[src/rtl/fba_pkg.sv]
// Shared types and default sizing for the frame buffer arbiter.
// Included by the arbiter top and by its tag FIFO.
package fba_pkg;

    localparam int FBA_ADDR_W      = 32;
    localparam int FBA_DATA_W      = 32;
    localparam int FBA_BURST_W     = 8;
    localparam int FBA_MAX_OUT     = 4;
    // Tag beat field width. BURST_W must not exceed it.
    localparam int FBA_TAG_BEATS_W = 16;

    typedef enum logic [1:0] {
        IDLE   = 2'd0,
        GRANT  = 2'd1,
        WBURST = 2'd2
    } fba_state_e;

    typedef struct packed {
        logic                       id;
        logic [FBA_TAG_BEATS_W-1:0] beats;
    } fba_tag_t;

    // A burstcount of zero means one beat.
    function automatic logic [FBA_TAG_BEATS_W-1:0] fba_beats(input logic [FBA_TAG_BEATS_W-1:0] bc);
        return (bc == '0) ? FBA_TAG_BEATS_W'(1) : bc;
    endfunction

endpackage

[src/rtl/fba_tag_fifo.sv]
// Tag FIFO for outstanding read bursts: each entry records which requester
// owns the burst and how many beats it returns.
module fba_tag_fifo
    import fba_pkg::*;
#(
    parameter int DEPTH = FBA_MAX_OUT
) (
    input  logic     clk,
    input  logic     reset,
    input  logic     push,
    input  fba_tag_t push_tag,
    input  logic     pop,
    output fba_tag_t head,
    output logic     full,
    output logic     empty
);

    localparam int CNT_W = $clog2(DEPTH + 1);
    localparam int PTR_W = (DEPTH > 1) ? $clog2(DEPTH) : 1;

    fba_tag_t         mem [DEPTH];
    logic [PTR_W-1:0] wr_ptr;
    logic [PTR_W-1:0] rd_ptr;
    logic [CNT_W-1:0] count;
    logic             do_push;
    logic             do_pop;

    function automatic logic [PTR_W-1:0] bump(input logic [PTR_W-1:0] p);
        return (p == PTR_W'(DEPTH - 1)) ? '0 : p + 1'b1;
    endfunction

    assign empty   = (count == '0);
    assign full    = (count == CNT_W'(DEPTH));
    assign do_pop  = pop & !empty;
    // A pop in the same cycle frees the slot the push needs.
    assign do_push = push & (!full | do_pop);
    assign head    = mem[rd_ptr];

    // NOTE: tag storage has no reset; count and pointers alone decide which entries are valid.
    always_ff @(posedge clk) begin
        if (do_push) begin
            mem[wr_ptr] <= push_tag;
        end
    end

    // NOTE: sequential state uses non-blocking assignments so every register samples pre-edge values.
    always_ff @(posedge clk or posedge reset) begin
        if (reset) begin
            wr_ptr <= '0;
            rd_ptr <= '0;
            count  <= '0;
        end else begin
            if (do_push) wr_ptr <= bump(wr_ptr);
            if (do_pop)  rd_ptr <= bump(rd_ptr);
            case ({do_push, do_pop})
                2'b10:   count <= count + 1'b1;
                2'b01:   count <= count - 1'b1;
                default: count <= count;
            endcase
        end
    end

endmodule

[src/rtl/frame_buffer_arbiter.sv]
// Two-requester Avalon-MM arbiter (camera writer s0, LCD reader s1) onto one SDRAM master.
// Define FBA_LCD_PRIORITY_EN to give s1 strict priority instead of round-robin.
module frame_buffer_arbiter
    import fba_pkg::*;
#(
    parameter int ADDR_W  = FBA_ADDR_W,
    parameter int DATA_W  = FBA_DATA_W,
    parameter int BURST_W = FBA_BURST_W,
    parameter int MAX_OUT = FBA_MAX_OUT
) (
    input  logic               clk,
    input  logic               reset,

    input  logic [ADDR_W-1:0]  s0_address,
    input  logic               s0_read,
    input  logic               s0_write,
    input  logic [BURST_W-1:0] s0_burstcount,
    input  logic [DATA_W-1:0]  s0_writedata,
    output logic               s0_waitrequest,
    output logic [DATA_W-1:0]  s0_readdata,
    output logic               s0_readdatavalid,

    input  logic [ADDR_W-1:0]  s1_address,
    input  logic               s1_read,
    input  logic               s1_write,
    input  logic [BURST_W-1:0] s1_burstcount,
    input  logic [DATA_W-1:0]  s1_writedata,
    output logic               s1_waitrequest,
    output logic [DATA_W-1:0]  s1_readdata,
    output logic               s1_readdatavalid,

    output logic [ADDR_W-1:0]  m_address,
    output logic               m_read,
    output logic               m_write,
    output logic [BURST_W-1:0] m_burstcount,
    output logic [DATA_W-1:0]  m_writedata,
    input  logic               m_waitrequest,
    input  logic [DATA_W-1:0]  m_readdata,
    input  logic               m_readdatavalid
);

    fba_state_e                 state;
    fba_state_e                 state_next;
    logic                       grant_id;     // current owner; also the last-granted requester
    logic                       pick_id;
    logic [BURST_W-1:0]         wr_left;
    logic [FBA_TAG_BEATS_W-1:0] rd_beat_cnt;

    logic                       elig0;
    logic                       elig1;
    logic                       sel_read;
    logic                       sel_write;
    logic                       rd_cmd;
    logic [ADDR_W-1:0]          sel_address;
    logic [BURST_W-1:0]         sel_burst;
    logic [DATA_W-1:0]          sel_writedata;
    logic [FBA_TAG_BEATS_W-1:0] sel_beats;
    logic                       rd_accept;
    logic                       wr_accept;
    logic                       rd_beat;
    logic                       last_rd_beat;
    fba_tag_t                   push_tag;
    fba_tag_t                   head_tag;
    logic                       fifo_full;
    logic                       fifo_empty;

    // Reads are only eligible while a tag slot is free; writes always are.
    assign elig0 = s0_write | (s0_read & !fifo_full);
    assign elig1 = s1_write | (s1_read & !fifo_full);

`ifdef FBA_LCD_PRIORITY_EN
    assign pick_id = elig1;
`else
    assign pick_id = (elig0 & elig1) ? ~grant_id : elig1;
`endif

    assign sel_read      = grant_id ? s1_read       : s0_read;
    assign sel_write     = grant_id ? s1_write      : s0_write;
    assign sel_address   = grant_id ? s1_address    : s0_address;
    assign sel_burst     = grant_id ? s1_burstcount : s0_burstcount;
    assign sel_writedata = grant_id ? s1_writedata  : s0_writedata;
    assign sel_beats     = fba_beats(FBA_TAG_BEATS_W'(sel_burst));
    assign rd_cmd        = sel_read & !sel_write;

    assign rd_accept = (state == GRANT) & rd_cmd & !m_waitrequest;
    assign wr_accept = (state != IDLE) & sel_write & !m_waitrequest;

    always_ff @(posedge clk or posedge reset) begin
        if (reset) state <= IDLE;
        else       state <= state_next;
    end

    always_comb begin
        state_next = state;
        unique case (state)
            IDLE: begin
                if (elig0 | elig1) state_next = GRANT;
            end
            GRANT: begin
                if (wr_accept)
                    state_next = (sel_beats != FBA_TAG_BEATS_W'(1)) ? WBURST : IDLE;
                else if (rd_accept || (!sel_read && !sel_write))
                    state_next = IDLE;
            end
            WBURST: begin
                if (wr_accept && wr_left == BURST_W'(1)) state_next = IDLE;
            end
            default: state_next = IDLE;
        endcase
    end

    // NOTE: every output gets a default first so no path through this block can infer a latch.
    always_comb begin
        m_address      = '0;
        m_read         = 1'b0;
        m_write        = 1'b0;
        m_burstcount   = '0;
        m_writedata    = '0;
        s0_waitrequest = 1'b1;
        s1_waitrequest = 1'b1;
        if (state != IDLE) begin
            m_address    = sel_address;
            m_burstcount = BURST_W'(sel_beats);
            m_writedata  = sel_writedata;
            m_write      = sel_write;
            m_read       = (state == GRANT) & rd_cmd;
            if (grant_id) s1_waitrequest = m_waitrequest;
            else          s0_waitrequest = m_waitrequest;
        end
    end

    always_ff @(posedge clk or posedge reset) begin
        if (reset) begin
            grant_id    <= 1'b1;
            wr_left     <= '0;
            rd_beat_cnt <= '0;
        end else begin
            if (state == IDLE && (elig0 | elig1)) grant_id <= pick_id;

            if (state == GRANT && wr_accept)       wr_left <= BURST_W'(sel_beats - 1'b1);
            else if (state == WBURST && wr_accept) wr_left <= wr_left - 1'b1;

            if (rd_beat) rd_beat_cnt <= last_rd_beat ? '0 : rd_beat_cnt + 1'b1;
        end
    end

    // Beats returned with no tag outstanding (e.g. after a reset) belong to nobody.
    assign rd_beat      = m_readdatavalid & !fifo_empty;
    assign last_rd_beat = rd_beat & ((rd_beat_cnt + 1'b1) == head_tag.beats);

    assign s0_readdata      = m_readdata;
    assign s1_readdata      = m_readdata;
    assign s0_readdatavalid = rd_beat & !head_tag.id;
    assign s1_readdatavalid = rd_beat &  head_tag.id;

    assign push_tag = '{id: grant_id, beats: sel_beats};

    fba_tag_fifo #(
        .DEPTH (MAX_OUT)
    ) u_tag_fifo (
        .clk      (clk),
        .reset    (reset),
        .push     (rd_accept),
        .push_tag (push_tag),
        .pop      (last_rd_beat),
        .head     (head_tag),
        .full     (fifo_full),
        .empty    (fifo_empty)
    );

endmodule
[config.mk]
export PLATFORM = sky130hd
export DESIGN_NAME = frame_buffer_arbiter
export DESIGN_NICKNAME = d
export VERILOG_FILES = /design/src/rtl/fba_pkg.sv /design/src/rtl/fba_tag_fifo.sv /design/src/rtl/frame_buffer_arbiter.sv
export SDC_FILE = /design/constraint.sdc
export NUM_CORES = 1
export LEC_CHECK = 0
export CORE_MARGIN = 3
export CORE_UTILIZATION = 43
export DETAILED_ROUTE_END_ITERATION = 10
export PLACE_DENSITY_LB_ADDON = 0.08
export SLEW_MARGIN = 0
export SYNTH_ARGS = -nofsm -noshare
export SYNTH_HDL_FRONTEND = slang
export SYNTH_HIERARCHICAL = 1
export SYNTH_SLANG_ARGS = --single-unit
export TNS_END_PERCENT = 100
[constraint.sdc]
create_clock -name clk -period 4.6 [get_ports clk]
set_input_delay 0.92 -clock clk [delete_from_list [all_inputs] [get_ports clk]]
set_output_delay 0.92 -clock clk [all_outputs]
set_load 0.01 [all_outputs]
# Word-level counts from Yosys, hierarchy flattened

Memory sizes are Yosys's and may differ from the RTL's.
Cells that the tools add are included.

Bits in registers: 34
Bits in writable memories: 36
Input bits: 184
Output and inout port bits: 142
Logic and storage cells: 96
Memories: 1

Memories:

| memory         | words | width | rd ports | clocked after Yosys merged registers in | write ports | RTL line           | text |
|---|---|---|---|---|---|---|---|
| u_tag_fifo.mem | 4     | 9     | 1        | 0                                       | 1           | fba_tag_fifo.sv:21 | `fba_tag_t mem [DEPTH];` |

Add/subtract/negate cells: 7
Equality and inequality tests: 13
Mux-type cells: 30
Bitwise operators: 19
Reduce and logical (&&, ||, !) cells: 19

Operator list:

| kind                                                                     | number |
|---|---|
| 32-bit 2-to-1 mux                                                        | 4 |
| 8-bit 2-to-1 mux                                                         | 5 |
| 16-bit by 1-bit adder with 16-bit output (second input constant)         | 1 |
| 16-bit == test                                                           | 1 |
| 16-bit 2-to-1 mux                                                        | 1 |
| 8-bit by 1-bit subtractor with 8-bit output (second input constant)      | 2 |
| 1-bit bitwise AND                                                        | 14 |
| 2-bit 2-to-1 mux                                                         | 7 |
| 1-bit 2-to-1 mux                                                         | 11 |
| 2-bit == test (second input constant)                                    | 4 |
| 8-bit by 1-bit == test with 1-bit output (second input constant)         | 1 |
| 8-bit logical NOT                                                        | 1 |
| 8-bit by 1-bit inequality test with 1-bit output (second input constant) | 1 |
| 1-bit logical NOT                                                        | 6 |
| 2-bit one-hot mux with 3 select lines                                    | 1 |
| 3-bit one-hot mux with 2 select lines                                    | 1 |
| 2-bit nonzero test                                                       | 3 |
| 1-bit logical AND                                                        | 5 |
| 2-bit by 1-bit adder with 2-bit output (second input constant)           | 2 |
| 2-bit by 1-bit == test with 1-bit output (second input constant)         | 2 |
| 2-bit inequality test (second input constant)                            | 2 |
| 1-bit bitwise OR                                                         | 4 |
| 3-bit by 1-bit adder with 3-bit output (second input constant)           | 1 |
| 3-bit == test (second input constant)                                    | 1 |
| other kinds (7)                                                          | 7 |

# Depth between registers and ports, before layout

Depth in word-level cells: 9
Gate-level depth with buffers: 15
Mapped depth without buffers: 13

# Cells and area by module

Netlist, hierarchy kept.

Modules (own cells, without submodules):

| module               | instances | cells each | area each (um^2) | seq. area each (um^2) |
|---|---|---|---|---|
| frame_buffer_arbiter | 1         | 546        | 4,122.7          | 676.9 |
| fba_tag_fifo         | 1         | 146        | 3,000.4          | 2,217.1 |

# Worst setup path before layout

No wires, ideal clock.

Path kind: register to register
Start: reg u_tag_fifo.rd_ptr[0]
End: reg u_tag_fifo.count[2]
Setup time: 130 ps
Arrival time: 3,613 ps
Required time: 4,470 ps
Path slack: 857 ps
Stages on the path, launching flop included: 16
Buffers on the path: 3
Clock period less this slack: 3,743 ps
Cells stage by stage: dfrtp_1 buf_2 buf_4 mux4_2 xnor2_1 or3_1 a211oi_2 o211ai_1 and3_4 nor3_2 buf_6 nand3b_1 fa_1 nand2b_1 o211ai_1 nand3_1

Word-level cells in the longest chain between the ends: 8
Elaborated cells on any way between the ends: 10
Those cells by class: eq/ne: 3; mux: 1; bitwise: 4; reduce/logical: 1; memory: 1

RTL lines:

| what                                                                               | RTL line                    | text |
|---|---|---|
| start, declared                                                                    | fba_tag_fifo.sv:23          | `logic [PTR_W-1:0] rd_ptr;` |
| start signal, assigned                                                             | fba_tag_fifo.sv:54          | `if (do_pop) rd_ptr <= bump(rd_ptr);` |
| memory read 4 x 9 bit *                                                            | -                           |  |
| 16-bit == test *                                                                   | frame_buffer_arbiter.sv:149 | `assign last_rd_beat = rd_beat & ((rd_beat_cnt + 1'b1) == head_tag.beats);` |
| 1-bit bitwise AND *                                                                | frame_buffer_arbiter.sv:149 |  |
| net last_rd_beat                                                                   | frame_buffer_arbiter.sv:61  | `logic last_rd_beat;` |
| 1-bit bitwise AND *                                                                | fba_tag_fifo.sv:34          | `assign do_pop = pop & !empty;` |
| 1-bit bitwise OR                                                                   | fba_tag_fifo.sv:36          | `assign do_push = push & (!full \| do_pop);` |
| 1-bit bitwise AND                                                                  | fba_tag_fifo.sv:36          |  |
| 2-bit by 1-bit == test with 1-bit output / 2-bit == test (equally long branches)   | fba_tag_fifo.sv:55          | `case ({do_push, do_pop})` |
| 3-bit one-hot mux with 2 select lines / 2-bit nonzero test (equally long branches) | -                           |  |
| end signal, assigned                                                               | fba_tag_fifo.sv:56          | `2'b10: count <= count + 1'b1;` |
| end signal, assigned                                                               | fba_tag_fifo.sv:57          | `2'b01: count <= count - 1'b1;` |
| end signal, assigned                                                               | fba_tag_fifo.sv:58          | `default: count <= count;` |
| end, declared                                                                      | fba_tag_fifo.sv:24          | `logic [CNT_W-1:0] count;` |

Mark *: on every way through the listed nets, which the timed path passes. The rest lies on a longest branch.
A chain may end at the register's enable or synchronous reset.

# Final worst setup path

Start: reg u_tag_fifo.rd_ptr[1]
End: reg u_tag_fifo.count[1]

The elaborated chain is that of the path after synthesis.

==> summary.md <==
| Metric | Value |
|---|---|
| RSZ-0062 raised after global routing | `false` |
| Hold EP | `wr_left[6]` |
| I/O Buffers | `229` |
| CTS tree | `done` |
| RePlAce Congestion | `0.887` |
| Cell internal pwr | `0.00267 W` |
| Met2 routed WL | `11400 um` |
| Final worst setup slack | `524 ps` |
| Crit Reg-Reg Startpoint | `u_tag_fifo/rd_ptr[1]` |
| Residual DRC count | `0` |
| Reg2Reg Capture Point | `u_tag_fifo/count[1]` |
| Hold Crit Start | `wr_left[6]` |
| Pin count of the biggest net entering global routing | `40` |
| CP required | `4820 ps` |
| Top-count cell post-synth | `nor2_1` |
| Post-Syn Area per Cell | `10.3 um2` |
| First-pass GRT wire length | `34200 um` |
| Postcts setup bufs | `0` |
| Clk sinks | `102` |
| Min-delay worst type | `flip-flop to flip-flop` |
| # rows | `46` |
| Period utilization | `0.886` |
| Final wirelength | `22700 um` |
| WS Path Type | `flip-flop to flip-flop` |
| Area Overhead vs Synth | `32.9%` |
| Max Clock Freq | `245 MHz` |
| Initial detailed-routing violation count | `301` |
| # fillers | `1315` |
| Setup tns final | `0 ps` |
| Yosys warns | `6` |
| CORE AREA | `0.0161 mm2` |
| Mapped Area | `0.00712 mm2` |
| Post-synth EDFFs | `68` |
| Total track usage | `0.250` |
| Minimum clock period | `4080 ps` |
| Post-CTS sizing | `0` |
| Sequential Power Share | `0.297` |
| Switching pwr | `0.00165 W` |
| Non-filler cells, final | `1089` |
| Leading area contributor after synthesis | `edfxtp_1` |
| Switching Share | `0.382` |
| Reg2Reg Depth | `12` |
| Share of the yosys chip area belonging to registers | `0.406` |
| Max clock buf depth | `2` |
| Count of state elements after synthesis | `102` |
| Primary FF master, synth | `edfxtp_1` |
| Final Hold Violating Endpoints | `0` |
| Num CTS Buffers | `9` |
| Clock skew | `9.43 ps` |
| Worst EP arrival | `4290 ps` |
| Asr flop ratio synth | `0.333` |
| R2R Setup Slk | `520 ps` |
| Ranking of synthesized cells by area | `edfxtp_1 (29%), dfrtp_1 (12%), mux2i_1 (11%), buf_4 (7.3%), nor2_1 (5.7%)` |
| Crit path max fanout | `19` |
| CTS Hold Bufs | `0` |
| Worst-skew pair later-pin latency | `350 ps` |
| VDD IR max | `0.300 mV` |
| Full die area | `0.0181 mm2` |
| Initial antenna violation count | `0` |
| Worst slew margin | `0.200` |
| GRT overflow | `0` |
| Vias | `5699` |
| Outcome | `finished clean` |
| Pwr dens | `456 mW/mm2` |
| Area of the multi-input gates | `0.00358 mm2` |
| CP Capture Type | `flip-flop` |
| Synth top area share | `0.287` |
| Top Layer Used | `met4` |
| Post-Syn Instances | `692` |
| DIE HEIGHT | `135 um` |
| Initial Util | `0.444` |
| Final setup viols | `0` |
| Storage cell area | `0.00290 mm2` |
| Clk pin slew, worst setup/hold paths | `70 ps` |
| Wl on met1 | `8990 um` |
| Final hold slack | `510 ps` |
| Commonest cells post-synth | `nor2_1 (109), mux2i_1 (78), buf_4 (69)` |
| Hpwl dp | `18300 um` |
| Number of global-route vias before repair | `5994` |
| Antenna diodes | `0` |
| Least-Margin Pin Slew | `1200 ps` |
| Cell count after placement | `1074` |
| Vias per std cell | `5.23` |
| Nets | `1064` |
| Metal3 WL | `1800 um` |
| Comb pwr share | `0.538` |
| Hold depth | `1` |
| IO Pins | `326` |
| Share of layout cells above drive strength 1 | `0.101` |
| Die X | `135 um` |
| Max-Cap Viols | `0` |
| Count of cell types in the netlist | `80` |
| DP Worst Slack | `482 ps` |
| DRT Pass-1 Iters | `5` |
| Clk pwr share | `0.165` |
| Avg WL per Cell | `20.8 um` |
| H-tree depth | `3` |
| Static leakage | `3.60 nW` |
| Post-DRT Antenna Nets | `0` |
| Worst setup SP type | `flip-flop` |
| Root Driver | `clkbuf_16` |
| Final Slew Violations | `0` |
flip-flops by register name, summed over array words and instances, names as in the netlist:
signal             count
grant_id               1
u_tag_fifo/rd_ptr      2
wr_left                8
u_tag_fifo/count       3
u_tag_fifo/wr_ptr      2
u_tag_fifo/mem        68
state                  2
rd_beat_cnt           16
power groups by stage:
stage	Sequential, W	Combinational [W]	Clock (W)
floorplan	0.00119	0.00134	0
global placement	0.00129	0.00230	0
detailed placement	0.00130	0.00231	0
CTS	0.00128	0.00234	0.000734
global route	0.00130	0.00249	0.000770
finish	0.00128	0.00232	0.000715
logic make-up (layout without fill, tap and decap cells):
group	Yosys count	in the layout	synth area share
AND/OR/NAND/NOR	254	254	0.187
buffers and inverters	126	276	0.109
multiplexers	104	104	0.179
flip-flops	102	102	0.406
AO/OA/AOI/OAI	72	72	0.0699
XOR/XNOR	22	22	0.0281
adder cells (fa/ha/maj)	11	11	0.0204
other	1	32	0.000526
placed cells by master (no fill, tap or decap), types with 3 or more instances in the layout:
master / Yosys / final
a21boi_0: 3 / 3
clkbuf_16: 0 / 9
or3_1: 7 / 7
a21o_1: 3 / 3
and2_1: 5 / 5
clkdlybuf4s50_1: 0 / 229
ha_1: 10 / 10
edfxtp_1: 68 / 68
mux2_2: 6 / 6
nand2_1: 27 / 27
a21oi_1: 13 / 13
nor3_2: 11 / 11
o31ai_1: 5 / 5
inv_1: 22 / 22
buf_4: 69 / 9
o21ai_0: 19 / 19
nand4_1: 3 / 3
xor2_1: 8 / 8
o211ai_1: 4 / 4
nor2_1: 109 / 108
mux2i_1: 78 / 78
and3_1: 6 / 6
and2_2: 4 / 4
nand2b_1: 8 / 8
or2_2: 4 / 4
nor2b_1: 5 / 5
nand3_1: 18 / 18
xnor2_1: 13 / 13
nor3_1: 19 / 19
nand3b_1: 4 / 4
conb_1: 1 / 32
mux4_2: 17 / 17
dfrtp_1: 33 / 33
worst max-delay path, stage by stage, from the launching register on:
cell and delay (ps):
dfrtp_1 850, mux4_2 460, nor2b_1 180, a2111oi_2 360, o211ai_1 150, nor4_1 300
nand4_1 210, nor3_2 390, nand3b_1 150, fa_1 520, inv_1 50, o21ai_0 210
o31ai_1 120
metrics by stage:
step | util | power, W | instance area (um2)
3_5_place_dp | 0.572 | 0.00361 | 9190
5_1_grt | 0.590 | 0.00456 | 9470
2_1_floorplan | - | 0.00253 | 7240
6_report | 0.590 | 0.00432 | 9470
3_3_place_gp | 0.572 | 0.00359 | 9190
4_1_cts | 0.590 | 0.00435 | 9470
routing by layer:
metal | vias up | track usage
li1 | 2724 | -
met3 | 29 | 0.0812
met2 | 223 | 0.428
met5 | - | 0
met4 | 0 | 0.0831
met1 | 2723 | 0.297
layout make-up:
class,instances,area share
Multi-Input combinational cell,495,0.378
Sequential cell,102,0.306
Timing Repair Buffer,238,0.249
Tap cell,216,0.0285
Clock buffer,11,0.0256
Inverter,23,0.00912
Clock inverter,4,0.00344
worst max-delay path by stage:
| stage | start | endpoint | slack, ps | cells past startpoint |
|---|---|---|---|---|
| 3_5_place_dp | m_readdatavalid | u_tag_fifo/count[1] | 480 | 12 |
| 4_1_cts | u_tag_fifo/rd_ptr[1] | u_tag_fifo/count[1] | 520 | 12 |
| 2_1_floorplan | u_tag_fifo/rd_ptr[0] | u_tag_fifo/count[2] | 860 | 15 |
| 5_1_grt | u_tag_fifo/rd_ptr[1] | u_tag_fifo/count[2] | 260 | 12 |
| 6_report | u_tag_fifo/rd_ptr[1] | u_tag_fifo/count[1] | 520 | 12 |
| 3_3_place_gp | m_readdatavalid | u_tag_fifo/count[2] | 660 | 12 |
No activity file was read; power rests on OpenSTA's default activity.
